$ cat config.mk
export PLATFORM = sky130hd
export DESIGN_NAME = transmitter_encoder_8b10b
export DESIGN_NICKNAME = d
export VERILOG_FILES = /design/src/rtl/transmitter_encoder_8b10b.sv
export SDC_FILE = /design/constraint.sdc
export NUM_CORES = 1
export LEC_CHECK = 0
export CAP_MARGIN = 20
export CORE_UTILIZATION = 50
export DETAILED_ROUTE_END_ITERATION = 10
export HOLD_SLACK_MARGIN = 0.05
export PLACE_DENSITY_LB_ADDON = 0.3
export SYNTH_ARGS = -nofsm -noshare
export SYNTH_HDL_FRONTEND = slang
export SYNTH_SLANG_ARGS = --single-unit
$ cat constraint.sdc
create_clock -name i_clk -period 3.3 [get_ports i_clk]
set_input_delay 0.33 -clock i_clk [delete_from_list [all_inputs] [get_ports i_clk]]
set_output_delay 0.33 -clock i_clk [all_outputs]
set_load 0.03 [all_outputs]
$ cat src/rtl/transmitter_encoder_8b10b.sv
// Registered 8b/10b encoder with running-disparity tracking and illegal K-code substitution.
// Optional input register stage; output symbol, RD and error flag are all registered.
module transmitter_encoder_8b10b #(
    parameter bit RD_INIT   = 1'b0,
    parameter bit REG_INPUT = 1'b0
) (
    input  logic       i_clk,
    input  logic       i_arst,
    input  logic       i_valid,
    input  logic       i_k_en,
    input  logic [7:0] i_byte,
    output logic       o_valid,
    output logic [9:0] o_symbol,
    output logic       o_rd,
    output logic       o_code_err
);

    localparam logic [9:0] RST_SYM = RD_INIT ? 10'h305 : 10'h0FA;

    // RD- column of the 5b/6b table (abcdei); the RD+ column is derived from it
    function automatic logic [5:0] enc6_neg(input logic [4:0] x);
        logic [5:0] c;
        case (x)
            5'd0:  c = 6'b100111;
            5'd1:  c = 6'b011101;
            5'd2:  c = 6'b101101;
            5'd3:  c = 6'b110001;
            5'd4:  c = 6'b110101;
            5'd5:  c = 6'b101001;
            5'd6:  c = 6'b011001;
            5'd7:  c = 6'b111000;
            5'd8:  c = 6'b111001;
            5'd9:  c = 6'b100101;
            5'd10: c = 6'b010101;
            5'd11: c = 6'b110100;
            5'd12: c = 6'b001101;
            5'd13: c = 6'b101100;
            5'd14: c = 6'b011100;
            5'd15: c = 6'b010111;
            5'd16: c = 6'b011011;
            5'd17: c = 6'b100011;
            5'd18: c = 6'b010011;
            5'd19: c = 6'b110010;
            5'd20: c = 6'b001011;
            5'd21: c = 6'b101010;
            5'd22: c = 6'b011010;
            5'd23: c = 6'b111010;
            5'd24: c = 6'b110011;
            5'd25: c = 6'b100110;
            5'd26: c = 6'b010110;
            5'd27: c = 6'b110110;
            5'd28: c = 6'b001110;
            5'd29: c = 6'b101110;
            5'd30: c = 6'b011110;
            default: c = 6'b101011;
        endcase
        return c;
    endfunction

    // RD- column of the 3b/4b table (fghj), primary P7 for y=7
    function automatic logic [3:0] enc4_neg(input logic [2:0] y);
        logic [3:0] c;
        case (y)
            3'd0:    c = 4'b1011;
            3'd1:    c = 4'b1001;
            3'd2:    c = 4'b0101;
            3'd3:    c = 4'b1100;
            3'd4:    c = 4'b1101;
            3'd5:    c = 4'b1010;
            3'd6:    c = 4'b0110;
            default: c = 4'b1110;
        endcase
        return c;
    endfunction

    logic       enc_vld;
    logic       enc_k;
    logic [7:0] enc_byte;

    generate
        if (REG_INPUT) begin : g_in_reg
            logic       vld_in_q;
            logic       k_in_q;
            logic [7:0] byte_in_q;

            always_ff @(posedge i_clk or posedge i_arst) begin
                if (i_arst) begin
                    vld_in_q  <= 1'b0;
                    k_in_q    <= 1'b0;
                    byte_in_q <= 8'h00;
                end else begin
                    vld_in_q  <= i_valid;
                    k_in_q    <= i_k_en;
                    byte_in_q <= i_byte;
                end
            end

            assign enc_vld  = vld_in_q;
            assign enc_k    = k_in_q;
            assign enc_byte = byte_in_q;
        end else begin : g_in_wire
            assign enc_vld  = i_valid;
            assign enc_k    = i_k_en;
            assign enc_byte = i_byte;
        end
    endgenerate

    logic       vld_q, rd_q, err_q;
    logic [9:0] sym_q;
    logic       rd_d, err_d;
    logic [9:0] sym_d;

    logic [4:0] xi, x;
    logic [2:0] yi, y;
    logic       k_legal, is_k28, rd6, alt7, six_unbal, four_unbal;
    logic [5:0] six_n, six;
    logic [3:0] four_n, four;

    always_comb begin
        xi      = enc_byte[4:0];
        yi      = enc_byte[7:5];
        k_legal = (xi == 5'd28) ||
                  ((yi == 3'd7) && ((xi == 5'd23) || (xi == 5'd27) ||
                                    (xi == 5'd29) || (xi == 5'd30)));
        err_d   = enc_k && !k_legal;
        x       = err_d ? 5'd28 : xi;
        y       = err_d ? 3'd5  : yi;
        is_k28  = enc_k && (x == 5'd28);

        six_n     = is_k28 ? 6'b001111 : enc6_neg(x);
        six_unbal = ($countones(six_n) != 3);
        // D.07 is balanced yet still has distinct RD- and RD+ forms
        six       = (rd_q && (six_unbal || (x == 5'd7))) ? ~six_n : six_n;
        rd6       = rd_q ^ six_unbal;

        alt7 = (y == 3'd7) &&
               (enc_k ||
                (!rd6 && ((x == 5'd17) || (x == 5'd18) || (x == 5'd20))) ||
                ( rd6 && ((x == 5'd11) || (x == 5'd13) || (x == 5'd14))));
        four_n     = alt7 ? 4'b0111 : enc4_neg(y);
        four_unbal = ($countones(four_n) != 2);
        four       = (rd6 && (four_unbal || (y == 3'd3))) ? ~four_n : four_n;
        // K28 takes the opposite form of balanced 4b codes to place the comma correctly
        if (is_k28 && !rd6 && !four_unbal && (y != 3'd3)) begin
            four = ~four_n;
        end

        rd_d  = rd6 ^ four_unbal;
        sym_d = {six, four};
    end

    always_ff @(posedge i_clk or posedge i_arst) begin
        if (i_arst) begin
            vld_q <= 1'b0;
            sym_q <= RST_SYM;
            rd_q  <= RD_INIT;
            err_q <= 1'b0;
        end else begin
            vld_q <= enc_vld;
            if (enc_vld) begin
                sym_q <= sym_d;
                rd_q  <= rd_d;
                err_q <= err_d;
            end
        end
    end

    assign o_valid    = vld_q;
    assign o_symbol   = sym_q;
    assign o_rd       = rd_q;
    assign o_code_err = err_q;

endmodule

==> results.ini, run 1 <==
[setup_path]
path_buf_inv = 6
cp_common_cell = fa_1
worstPathRequired_ns = 3.49
crit_path_start = i_byte[2]
startpoint_type = input pin
worstSetupEndpointType = flop
crit_path_top_delay_cell = fa_1
reg2reg_slack_ns = -0.25
slowest_delay_ns = 0.55
crit_type = in -> reg
arrival_ns = 7.03
reg2reg_from = o_rd
worst-path-max-fanout = 4
crit_family = adder cells

[cts]
cts_tree = yes
cts_max_path_buffers = 2
clk-insertion-delay-late_ns = 0.29
numClockSinks = 13
htreeDepth = 1
cts-root-buf = clkbuf_4
cts_buffers = 3
clkTransAtPathRegs_ns = 0.09

[placement]
placedInstanceArea_sq_um = 2570
placed_cells = 327
gp_congestion = 0.913
dp_slack_ns = -3.83
dp_hpwl_um = 3980
port_buffers = 24

[cells_and_area]
final_nets = 329
fin_area_sq_um = 2880
syn2layout_area_growth_pct = 64.2
diodes = 0
fin_cells = 347
drive_above_1_share_pct = 54.2

[timing]
slew_headroom_pct = 46.7
finalWorstSetupSlack_ns = -3.54
max_freq_mhz = 146
hold_viol_final = 0
fin_crit_ns = 6.84
final_max_slew_viol_count = 0
finalCritPeriodShare_pct = 207
setup_violations = 11
skew_ns = 0.00145
worstMarginPinSlew_ns = 0.798
holdWs_ns = 0.376
rsz0062_at_grt = true

[yosys]
synth_seq_area_share_pct = 19.0
synth_area_sq_um = 1750
yosys.area_share.xor_xnor_pct = 4.00
synth_top_family_by_area = compound AO/OA/AOI/OAI gates
yosysWarnings = 0
syn_nets = 234
synth_mux_area_share_pct = 2.50
ys_ff_latch = 13
synthDistinctLibCells = 68
synthAdderAreaFrac_pct = 12.4
synth_compound_area_share_pct = 31.0
synth_cells = 207
synth.avg_cell_area_sq_um = 8.47
synthFlopType = dfrtp_1
synthSimpleGateAreaFrac_pct = 21.7
synthArstFlopShare_pct = 100
synth_edf_count = 0

[routing]
drt_wl_total_um = 7150
drt-vias-per-instance = 6.34
drc = 0
drtPass1Iterations = 4
wire_per_inst_um = 20.6
num_vias = 2200
final_antenna_net_count = 0
dr.first_iter.drc_count = 156

[power]
p_leak_nw = 1.24
ir_worst_vdd_v = 0.000326
power.density_nw_per_um2 = 577
power.total_mw = 1.66

[die]
start_util_pct = 52.5
dieWidth_um = 61.2
core_area_sq_um = 3340
die_y_um = 61.2
fp-row-count = 21
num_io_pins = 25
die_area_sq_um = 3750

[grt]
grt_max_degree = 21
grt.total_usage_pct = 30.2
grt_use_met1_pct = 39.1
gr-total-overflow = 0
grt_antenna_before_repair = 0
grt_pass1_wl_um = 8410
use_met3_pct = 6.51
globalRouteMet2Util_pct = 50.5
grt_pass1_vias = 1851
grt.busiest_layer = met2

[status]
violations = negative setup slack
status = finished with violations

[worst_hold_path]
hold_path_class = in -> async

[job]
drv_cap = 0

-- cell usage after synthesis (3+ instances only) --
master | number | area share (%)
nand2_1 | 22 | 4.7
nor2_1 | 15 | 3.2
inv_1 | 12 | 2.6
a21oi_1 | 11 | 3.1
ha_1 | 11 | 7.9
dfrtp_1 | 7 | 10
xnor2_1 | 7 | 3.5
dfstp_2 | 6 | 9.0
buf_4 | 5 | 2.1
buf_6 | 5 | 3.2
nand2b_1 | 5 | 1.8
nand3_1 | 5 | 1.4
o21a_1 | 5 | 2.1
a31oi_1 | 4 | 1.4
and3_1 | 4 | 1.4
fa_1 | 4 | 4.6
nor3_1 | 4 | 1.1
o2111ai_1 | 4 | 2.0
o21ai_1 | 4 | 1.1
mux2_2 | 3 | 1.9
o21ai_0 | 3 | 0.86
-- stage by stage --
step	utilization, %	TNS, ns
floorplan	-	-25.03
global placement	76.9	-30.92
detailed placement	76.9	-32.16
CTS	80.7	-26.39
global route	86.3	-28.53
finish	86.3	-26.93
-- sequential cells by signal (all words and copies together), names as in the netlist --
signal,flops
o_valid,1
o_symbol,10
o_rd,1
o_code_err,1
-- area by class of cell --
| type | instances | area (sq um) |
|---|---|---|
| inverter | 14 | 55.1 |
| tap | 46 | 57.6 |
| sequential | 13 | 333 |
| clock buffer | 4 | 26.3 |
| fill | 163 | 458 |
| multi-input combinational | 166 | 1560 |
| timing repair buffer | 104 | 843 |
-- routing by layer --
metal	routed length [um]	vias up
met5	0	-
met4	342	0
met3	500	39
met2	3670	138
met1	2630	1065
li1	-	958
-- cells by family (layout without fill, tap and decap cells) --
kind of cell    count (synthesis)  in the layout
buf+inv                        28            122
xor+xnor                        8              8
mux                             4              4
simple gates                   73             73
fa+ha+maj                      15             15
compound gates                 66             66
flops                          13             13
-- final timing paths --
| check | cells after the start | end |
|---|---|---|
| hold reg to reg | 2 | o_symbol[0] |
| setup reg to reg | 13 | o_rd |
| hold / removal | 2 | o_symbol[8] |
| max in group asynchronous | 2 | o_symbol[6] |
| min in group i_clk | 4 | o_symbol[3] |
| setup / recovery | 32 | o_rd |
-- power by group --
group | switching [mW] | internal (mW) | leakage, nW
logic | 0.643 | 0.585 | 1.08
registers | 0.0689 | 0.257 | 0.145
clock network | 0.0608 | 0.0470 | 0.0150
total | 0.773 | 0.888 | 1.24
-- timing repair --
action	4_1_cts	5_1_grt
setup endpoints to repair	11	11
pin swaps	28	31
setup buffers	8	9
resized for setup	44	30
hold buffers	0	0
-- layout by cell type (no fill, tap or decap), drive strengths merged, types with 6 or more instances in the layout --
cell type      count
o21ai              8
dfrtp              7
nand2             22
dfstp              6
a21oi             12
xnor2              7
inv               14
ha                11
nor2              15
buf               88
clkdlybuf4s50     15
Note: power is estimated with default switching activity, not from simulation.
==> inputs of run 2 (changes only) <==
- CORE_UTILIZATION: 50 -> 33
==> run 2 against run 1 <==
The flow still finishes with violations (negative setup slack). Setup slack gained 0.16 ns. Sequential cell count did not move. First-iteration DRC count decreased by 17%. Final cell count increased by 16%. Sequential share of layout area is 1.0 points lower. Register-to-register slack gained 0.43 ns. Design area increased by 9.7%. Via count fell by 2.5%. Non-clock buffer count grew 32. Critical endpoint is now o_symbol[3]. Highest routed layer unchanged.
==> results.ini, run 2 (synthesized netlist as in run 1, its figures left out) <==
[cells_and_area]
largest_reg_flops = 10  ; unchanged
mostFrequentLayoutCells = 97 x buf_4, 20 x nand2_1, 17 x buf_6
final_nets = 361  ; +9.7%
drive_above_1_share_pct = 56.2  ; +2.0 points
syn2layout_area_growth_pct = 80.2
fin_cells = 403  ; +16%
final_common_cell = buf_4
finish.utilization_pct = 61.8  ; -24 points
diodes = 0  ; unchanged

[cts]
htreeDepth = 1  ; unchanged
cts_buffers = 3  ; unchanged
numClockSinks = 13  ; unchanged
cts-root-buf = clkbuf_8
clkTransAtPathRegs_ns = 0.05  ; -0.04 ns
cts_tree = yes
cts_max_path_buffers = 2  ; unchanged
clk-insertion-delay-late_ns = 0.24  ; -0.05 ns

[routing]
drc = 0  ; unchanged
final_antenna_net_count = 0  ; unchanged
dr.first_iter.drc_count = 130  ; -17%
num_vias = 2144  ; -2.5%
drtPass1Iterations = 4  ; unchanged
drt-vias-per-instance = 5.32  ; -16%
wire_per_inst_um = 14.7  ; -28%
drt_wl_total_um = 5940  ; -17%

[setup_path]
crit_path_top_delay_cell = fa_1
cp.depth = 31  ; -3.1%
rr_worst_depth = 11  ; -2
worst-path-max-fanout = 7  ; +3
reg2reg_slack_ns = 0.18  ; +0.43 ns
worstSetupEndpointType = flop
crit_family = adder cells
startpoint_type = input pin
crit_path_start = i_byte[2]
path_buf_inv = 5  ; -1
arrival_ns = 6.84  ; -0.19 ns
r2r_end = o_symbol[3]
crit_type = in -> reg
crit_end = o_symbol[3]
reg2reg_from = o_rd
cp_common_cell = fa_1
worstPathRequired_ns = 3.47  ; -0.02 ns
slowest_delay_ns = 0.51  ; -0.04 ns

[power]
p_leak_nw = 1.40  ; +12%
power.density_nw_per_um2 = 510  ; -12%
ir_worst_vdd_v = 0.000283  ; -13%

[grt]
gr-total-overflow = 0  ; unchanged
grt_pass1_vias = 2046  ; +11%
grt_antenna_before_repair = 0  ; unchanged
grt.total_usage_pct = 22.1  ; -8.1 points
grt_max_degree = 21  ; unchanged
grt_pass1_wl_um = 9320  ; +11%

[timing]
holdWs_ns = 0.402  ; +0.0252 ns
setup_violations = 11  ; unchanged
finalWorstSetupSlack_ns = -3.37  ; +0.163 ns
finalCritPeriodShare_pct = 202  ; -4.9 points
skew_ns = 0.00121  ; -0.000240 ns
slew_headroom_pct = 56.6  ; +10 points
fin_crit_ns = 6.67  ; -0.163 ns
final_max_slew_viol_count = 0  ; unchanged
tns_ns = -29.76  ; -2.83 ns
rsz0062_at_grt = true
hold_viol_final = 0  ; unchanged
max_freq_mhz = 150  ; +2.4%
worstMarginPinSlew_ns = 0.649  ; -0.149 ns

[placement]
placed_cells = 349  ; +6.7%
dp_hpwl_um = 3900  ; -1.9%
port_buffers = 24  ; unchanged
gp_congestion = 0.833  ; -8.8%

[worst_hold_path]
hold_path_class = in -> async

[die]
die_y_um = 74.9  ; +22%
dieWidth_um = 74.9  ; +22%
start_util_pct = 34.3  ; -18 points
fp-row-count = 26  ; +24%
core_area_sq_um = 5110  ; +53%
num_io_pins = 25  ; unchanged
die_area_sq_um = 5610  ; +50%

[status]
violations = negative setup slack
status = finished with violations

[job]
drv_cap = 0  ; unchanged

[run 2: cell count changes in the layout (fill, tap and decap cells not counted), sizes merged]
cell,delta
buf,+32
[run 2: worst min-delay path by stage]
| stage | cells past startpoint | endpoint | slack [ns] |
|---|---|---|---|
| after floorplan | 1 | o_code_err | 0.20 |
| after global placement | 2 | o_symbol[2] | 0.48 |
| after detailed placement | 2 | o_symbol[2] | 0.48 |
| after CTS | 2 | o_code_err | 0.42 |
| after global routing | 2 | o_valid | 0.46 |
| final | 2 | o_symbol[0] | 0.40 |
[run 2: final cells by class]
type / instances / area (sq um)
multi-input cells: 166 / 1510
flip-flops and latches: 13 / 333
inverters: 14 / 55.1
clock buffers: 4 / 45.0
fillers: 442 / 1950
repair buffers: 136 / 1130
well taps: 70 / 87.6
[run 2: worst register-to-register path, stage by stage, from the launching register on]
cell and delay (ns):
dfrtp_1 0.48, a31oi_1 0.29, o2111ai_2 0.17, o311ai_2 0.11
nand3_1 0.15, fa_1 0.50, ha_2 0.20, ha_4 0.25
nor3b_4 0.26, a21oi_4 0.13, a311o_1 0.34, a31oi_1 0.17
[run 2: where the power goes]
group	internal, mW	switching, mW	total, mW
clock	0.0852	0.0548	0.140
sequential	0.257	0.0516	0.309
combinational	0.600	0.562	1.16
total	0.943	0.669	1.61
[run 2: timing repair]
| action | 4_1_cts | 5_1_grt |
|---|---|---|
| resized for setup | 53 | 21 |
| setup buffers | 46 | 6 |
| hold buffers | 0 | 0 |
| pin swaps | 21 | 16 |
| endpoints found under the setup margin | 11 | 11 |
[run 2: through the flow]
step                      worst slack, ns  power [mW]  cell area [sq um]
after floorplan                     -3.23       0.951               1910
after global placement              -3.68        1.27               2580
after detailed placement            -3.82        1.28               2580
after CTS                           -3.14        1.56               3050
after global routing                -3.57        1.71               3160
final                               -3.37        1.61               3160
[run 2: metal layers]
layer | vias up | global-route usage (%) | wire, um
met4 | 0 | 12.2 | 245
met1 | 1015 | 26.8 | 2420
met5 | - | 0 | 0
met2 | 89 | 38.4 | 3010
met3 | 27 | 2.01 | 267
li1 | 1013 | - | -
==> RTL change 1 (settings of run 1) <==
Put one more register stage on the output `o_valid`. The value now appears one clock later. The other outputs are not delayed to match.
--- a/src/rtl/transmitter_encoder_8b10b.sv
+++ b/src/rtl/transmitter_encoder_8b10b.sv
@@ -165,7 +165,9 @@
         end
     end
 
-    assign o_valid    = vld_q;
+    always_ff @(posedge i_clk) begin
+        o_valid <= vld_q;
+    end
     assign o_symbol   = sym_q;
     assign o_rd       = rd_q;
     assign o_code_err = err_q;
Behaviour: not the same (Yosys sat finds a counterexample within 4 cycles, from zero or initial values and one cycle with i_arst high).
==> RTL change 1 against run 1 <==
- the flow still finishes with violations (setup timing)
- final area is 1.4% lower
- routed wire length is 12% lower
- utilization is 1.9 points lower
- sequential share of layout area is 0.87 points higher
- clock power is 18% higher
- sequential cell count is 1 higher
- synthesized area is 1.1% higher
- setup slack better by 0.15 ns
- global-route usage is 2.1 points higher
- power is 0.86% lower
- largest power group unchanged
- highest routed layer unchanged
==> RTL change 1: results (changes against run 1) <==
The run finished, with violations left. The final reports fail on setup timing. The detailed route wirelength on metal2 is 3270 um (-11%). The logs give 353 um2 (+6.0%) for the storage element area and 207 (+33%) for the DRC violation total after the first TritonRoute iteration.

The met1 usage in global routing was 0.378 (-0.0132). The tools report the total met3 wirelength after detailed routing as 428 um (-14%). The fraction of final layout cells sized beyond drive strength 1 is 0.535 (-0.00617), and the reg2reg setup slack is -0.02 ns (+0.23 ns). Share of the synthesized netlist area taken by xor and xnor gates: 0.0395 (-0.000451). The final critical-path setup slack is -3.38 ns (+0.153 ns), and the half-perimeter wire length of the detailed placement result is 4050 um (+1.9%). The clock distribution area overhead in the final layout was 0.0128 (+0.00366); the number of unique standard cell types used by synthesis was 69 (+1.5%). Overall via count from detail_route: 2100 (-4.5%). For the count of final setup violators, the log shows 11 (unchanged). The tools report the end point of the critical path as o_symbol[2]. The global-route wire length before repair is 9080 um (+8.0%).

The run gives 1.23 nW (-0.76%) as the standby leakage power. The flip-flop and latch count was 14 (+1); the routed metal-1 wire length was 2310 um (-12%). The final wirelength was 6310 um (-12%); the sequential share of the synthesized area was 0.199 (+0.00915).

The number of global-route vias before repair came out at 2014 (+8.8%). The tools report the proportion of power drawn by combinational gates as 0.724 (-0.015). The portion of netlist area occupied by mux cells was 0.0247 (-0.000282); the adder-cell share of the synthesized area was 0.123 (-0.00140).

Pre-CTS setup slack: -3.97 ns (-0.141 ns). Combined global-route utilization of all metal layers: 0.324 (+0.0213).
## RTL change 1: cell types whose count changed in the layout (fill, tap and decap cells not counted), moves of 2 or more
cell,before,now
sky130_fd_sc_hd__buf_2,4,6
sky130_fd_sc_hd__buf_4,74,71
sky130_fd_sc_hd__a31oi_1,3,1
sky130_fd_sc_hd__buf_6,10,5
## RTL change 1: what timing repair did
item / 4_1_cts / 5_1_grt
endpoints found under the setup margin: 11 / 11
hold endpoints to repair: 0 / 0
hold buffers: 0 / 0
buffers inserted: 11 / 5
pin swaps: 30 / 12
resized for setup: 57 / 8
## RTL change 1: stage by stage
stage,util,hold WS [ns],setup TNS (ns),cell area [um2],std cells
after CTS,0.823,0.377,-26.02,2770,339
after global routing,0.844,0.373,-30.16,2840,343
final,0.844,0.354,-26.90,2840,343
after floorplan,-,0.203,-25.03,1930,208
after global placement,0.764,0.327,-31.36,2570,324
after detailed placement,0.764,0.356,-32.95,2570,324
==> RTL change 2 (flow settings as in run 1) <==
Without the edit above. Set the parameter `REG_INPUT` to 1'b1 (it was 1'b0).
--- a/src/rtl/transmitter_encoder_8b10b.sv
+++ b/src/rtl/transmitter_encoder_8b10b.sv
@@ -2,7 +2,7 @@
 // Optional input register stage; output symbol, RD and error flag are all registered.
 module transmitter_encoder_8b10b #(
     parameter bit RD_INIT   = 1'b0,
-    parameter bit REG_INPUT = 1'b0
+    parameter bit REG_INPUT = 1'b1
 ) (
     input  logic       i_clk,
     input  logic       i_arst,
Formal check against the unedited RTL: not equivalent (a bounded check fails within 4 cycles, from zero or initial values and one cycle with i_arst high).
==> RTL change 2 against run 1 <==
- the run still ends with setup timing left
- via count down 9.3%
- synthesized area increased by 8.8%
- sequential share of layout area grew 7.9 points
- routed wire length shrank 14%
- global-route usage decreased by 0.70 points
- final area rose by 4.0%
- final cell count decreased by 1.4%
- setup slack improved by 0.27 ns
- power up 6.3%
- clock skew is 0.0022 ns higher
- sequential cell count up 10
- critical endpoint is now o_symbol[3]
==> RTL change 2: results (changes against run 1) <==
The flow ran to the end, but the final reports show violations. The checks that failed: setup timing. The launch point of the worst hold path is i_byte[5]. Combined global-route utilization of all metal layers: 0.295 (-0.00700). The run gives 0.479 mV (+47%) as the maximum resistive drop on vdd.

By count the netlist is led by sky130_fd_sc_hd__dfrtp_1 (17), sky130_fd_sc_hd__inv_1 (14), sky130_fd_sc_hd__nand2_1 (14), sky130_fd_sc_hd__nor2_1 (14), sky130_fd_sc_hd__ha_1 (11). The fraction of final layout cells sized beyond drive strength 1 works out to 0.469 (-0.0721). The count of input and output buffers is 24 (unchanged).

The slowest stage of the critical path is the sky130_fd_sc_hd__fa_1 cell. The number of unique standard cell types used by synthesis is 59 (-13%). Flip-flop count of the largest register, all copies and words added: 10 (unchanged). The worst slack on hold paths is 0.487 ns (+0.111 ns). The endpoint identified for the worst register-to-register timing path is o_symbol[3]. Sequential share of the synthesized area: 0.306 (+0.116).

Final critical-path setup slack: -3.26 ns (+0.271 ns). The cell-internal power was 0.00104 W (+17%). The largest stage delay on the critical path works out to 0.48 ns (-0.07 ns). The worst hold path terminates at enc_byte[5].

The logs give 207 (+27%) for the fill cell instance count of the final layout and 0.987 (+8.1%) for the routability-driven placement congestion ratio. The DRC violation total after the first TritonRoute iteration was 126 (-19%). The number of buffers created by CTS came out at 3 (unchanged). The tools report the number of iterations in the first detailed-routing pass as 6 (+2). The critical path data arrival time was 6.75 ns (-0.28 ns); the global-route wire length before repair was 9160 um (+8.9%). The worst-path maximum fanout came out at 5 (+1). The root buffer cell chosen for the clock tree is sky130_fd_sc_hd__clkbuf_8. The class of the worst hold path is input pin to flip-flop. The insertion delay to the later sink of the worst-skew pair was 0.27 ns (-0.02 ns); the worst reg-to-reg path cell count was 31 (+18). The detailed-route wire length per cell is 18.0 um (-13%), and the number of antenna cells inserted is 0 (unchanged). The pre-CTS setup slack was -3.24 ns (+0.587 ns).

The fraction of synthesis flops using an asynchronous set or reset pin works out to 1.00 (unchanged). The maximum number of pins on one net before global-route repair was 24 (+14%). Yosys attributes the largest share of cell area to sky130_fd_sc_hd__dfrtp_1 (22%), sky130_fd_sc_hd__dfstp_2 (8.3%), sky130_fd_sc_hd__ha_1 (7.2%). The logs give 322 (-2.1%) for the number of nets at the end of the flow and 0.00367 ns (+0.00222 ns) for the clock skew after layout. The count of final setup violators was 11 (unchanged). For the H-tree depth, the log shows 1 (unchanged).

The overall via count from detail_route was 1996 (-9.3%). The number of antenna violations at the first check in global routing was 0 (unchanged). The post-synthesis net count came out at 231 (-1.3%). The worst slew margin relative to its limit is 0.428 (-0.0391), and the standby leakage power is 1.28 nW (+2.9%). In this run the critical register-to-register path is launched from enc_byte[3].

The half-perimeter wire length of the detailed placement result came out at 4260 um (+7.0%).
## RTL change 2: changes by cell type in the layout (fill, tap and decap cells not counted), moves of 6 or more
cell and delta:
sky130_fd_sc_hd__clkdlybuf4s50_1 +9, sky130_fd_sc_hd__dfrtp_1 +9, sky130_fd_sc_hd__buf_4 -7, sky130_fd_sc_hd__nand2_1 -7, sky130_fd_sc_hd__buf_6 -6, sky130_fd_sc_hd__o221ai_1 +6
## RTL change 2: metrics by stage
| step | total power, W | cells | instance area [um2] | setup TNS (ns) |
|---|---|---|---|---|
| 6_report | 0.00177 | 342 | 3000 | -26.45 |
| 3_3_place_gp | 0.00138 | 326 | 2720 | -23.15 |
| 3_5_place_dp | 0.00141 | 326 | 2720 | -25.01 |
| 5_1_grt | 0.00185 | 342 | 3000 | -29.70 |
| 2_1_floorplan | 0.00103 | 204 | 2030 | -24.56 |
| 4_1_cts | 0.00163 | 334 | 2830 | -24.35 |
## RTL change 2: power groups by stage
stage / clock, W / combinational (W) / sequential, W
CTS: 0.000182 / 0.00101 / 0.000442
floorplan: 0 / 0.000443 / 0.000583
global placement: 0 / 0.000938 / 0.000440
detailed placement: 0 / 0.000963 / 0.000447
finish: 0.000181 / 0.00114 / 0.000447
global route: 0.000194 / 0.00120 / 0.000453
## RTL change 2: how the worst max path moves through the flow
stage	from	to
3_5_place_dp	enc_byte[2]	o_symbol[1]
4_1_cts	enc_byte[2]	o_symbol[1]
6_report	enc_byte[3]	o_symbol[3]
5_1_grt	enc_byte[3]	o_symbol[1]
3_3_place_gp	enc_byte[2]	o_symbol[1]
2_1_floorplan	enc_byte[2]	o_symbol[1]
## RTL change 2: logic make-up after synthesis
family                     Yosys count  synth area share
adders and majority gates           15             0.114
DFF                                 23             0.306
muxes                                6            0.0341
and+or+nand+nor                     69             0.205
xor gates and xnor gates            12            0.0551
AOI/OAI and AO/OA                   56             0.234
buffers and inverters               23            0.0518
## RTL change 2: layer usage
metal | GRT usage | vias up | wire (um)
li1 | - | 928 | -
met5 | 0 | - | 0
met3 | 0.0375 | 15 | 356
met4 | 0.0966 | 0 | 140
met1 | 0.362 | 968 | 2480
met2 | 0.531 | 85 | 3170
## RTL change 2: what timing repair did
action	in CTS	in global routing
pin swaps	2	22
gates resized for setup	7	19
hold buffers	0	0
setup endpoints to repair	11	11
setup buffers	4	8
endpoints found under the hold margin	0	0
## RTL change 2: layout make-up
cell class / instances / area [um2] / area share
Sequential cell: 23 / 584 / 0.195
Tap cell: 48 / 60.1 / 0.0201
Inverter: 14 / 55.1 / 0.0184
Clock inverter: 1 / 5.00 / 0.00167
Clock buffer: 3 / 41.3 / 0.0138
Timing Repair Buffer: 95 / 788 / 0.263
Multi-Input combinational cell: 158 / 1460 / 0.488
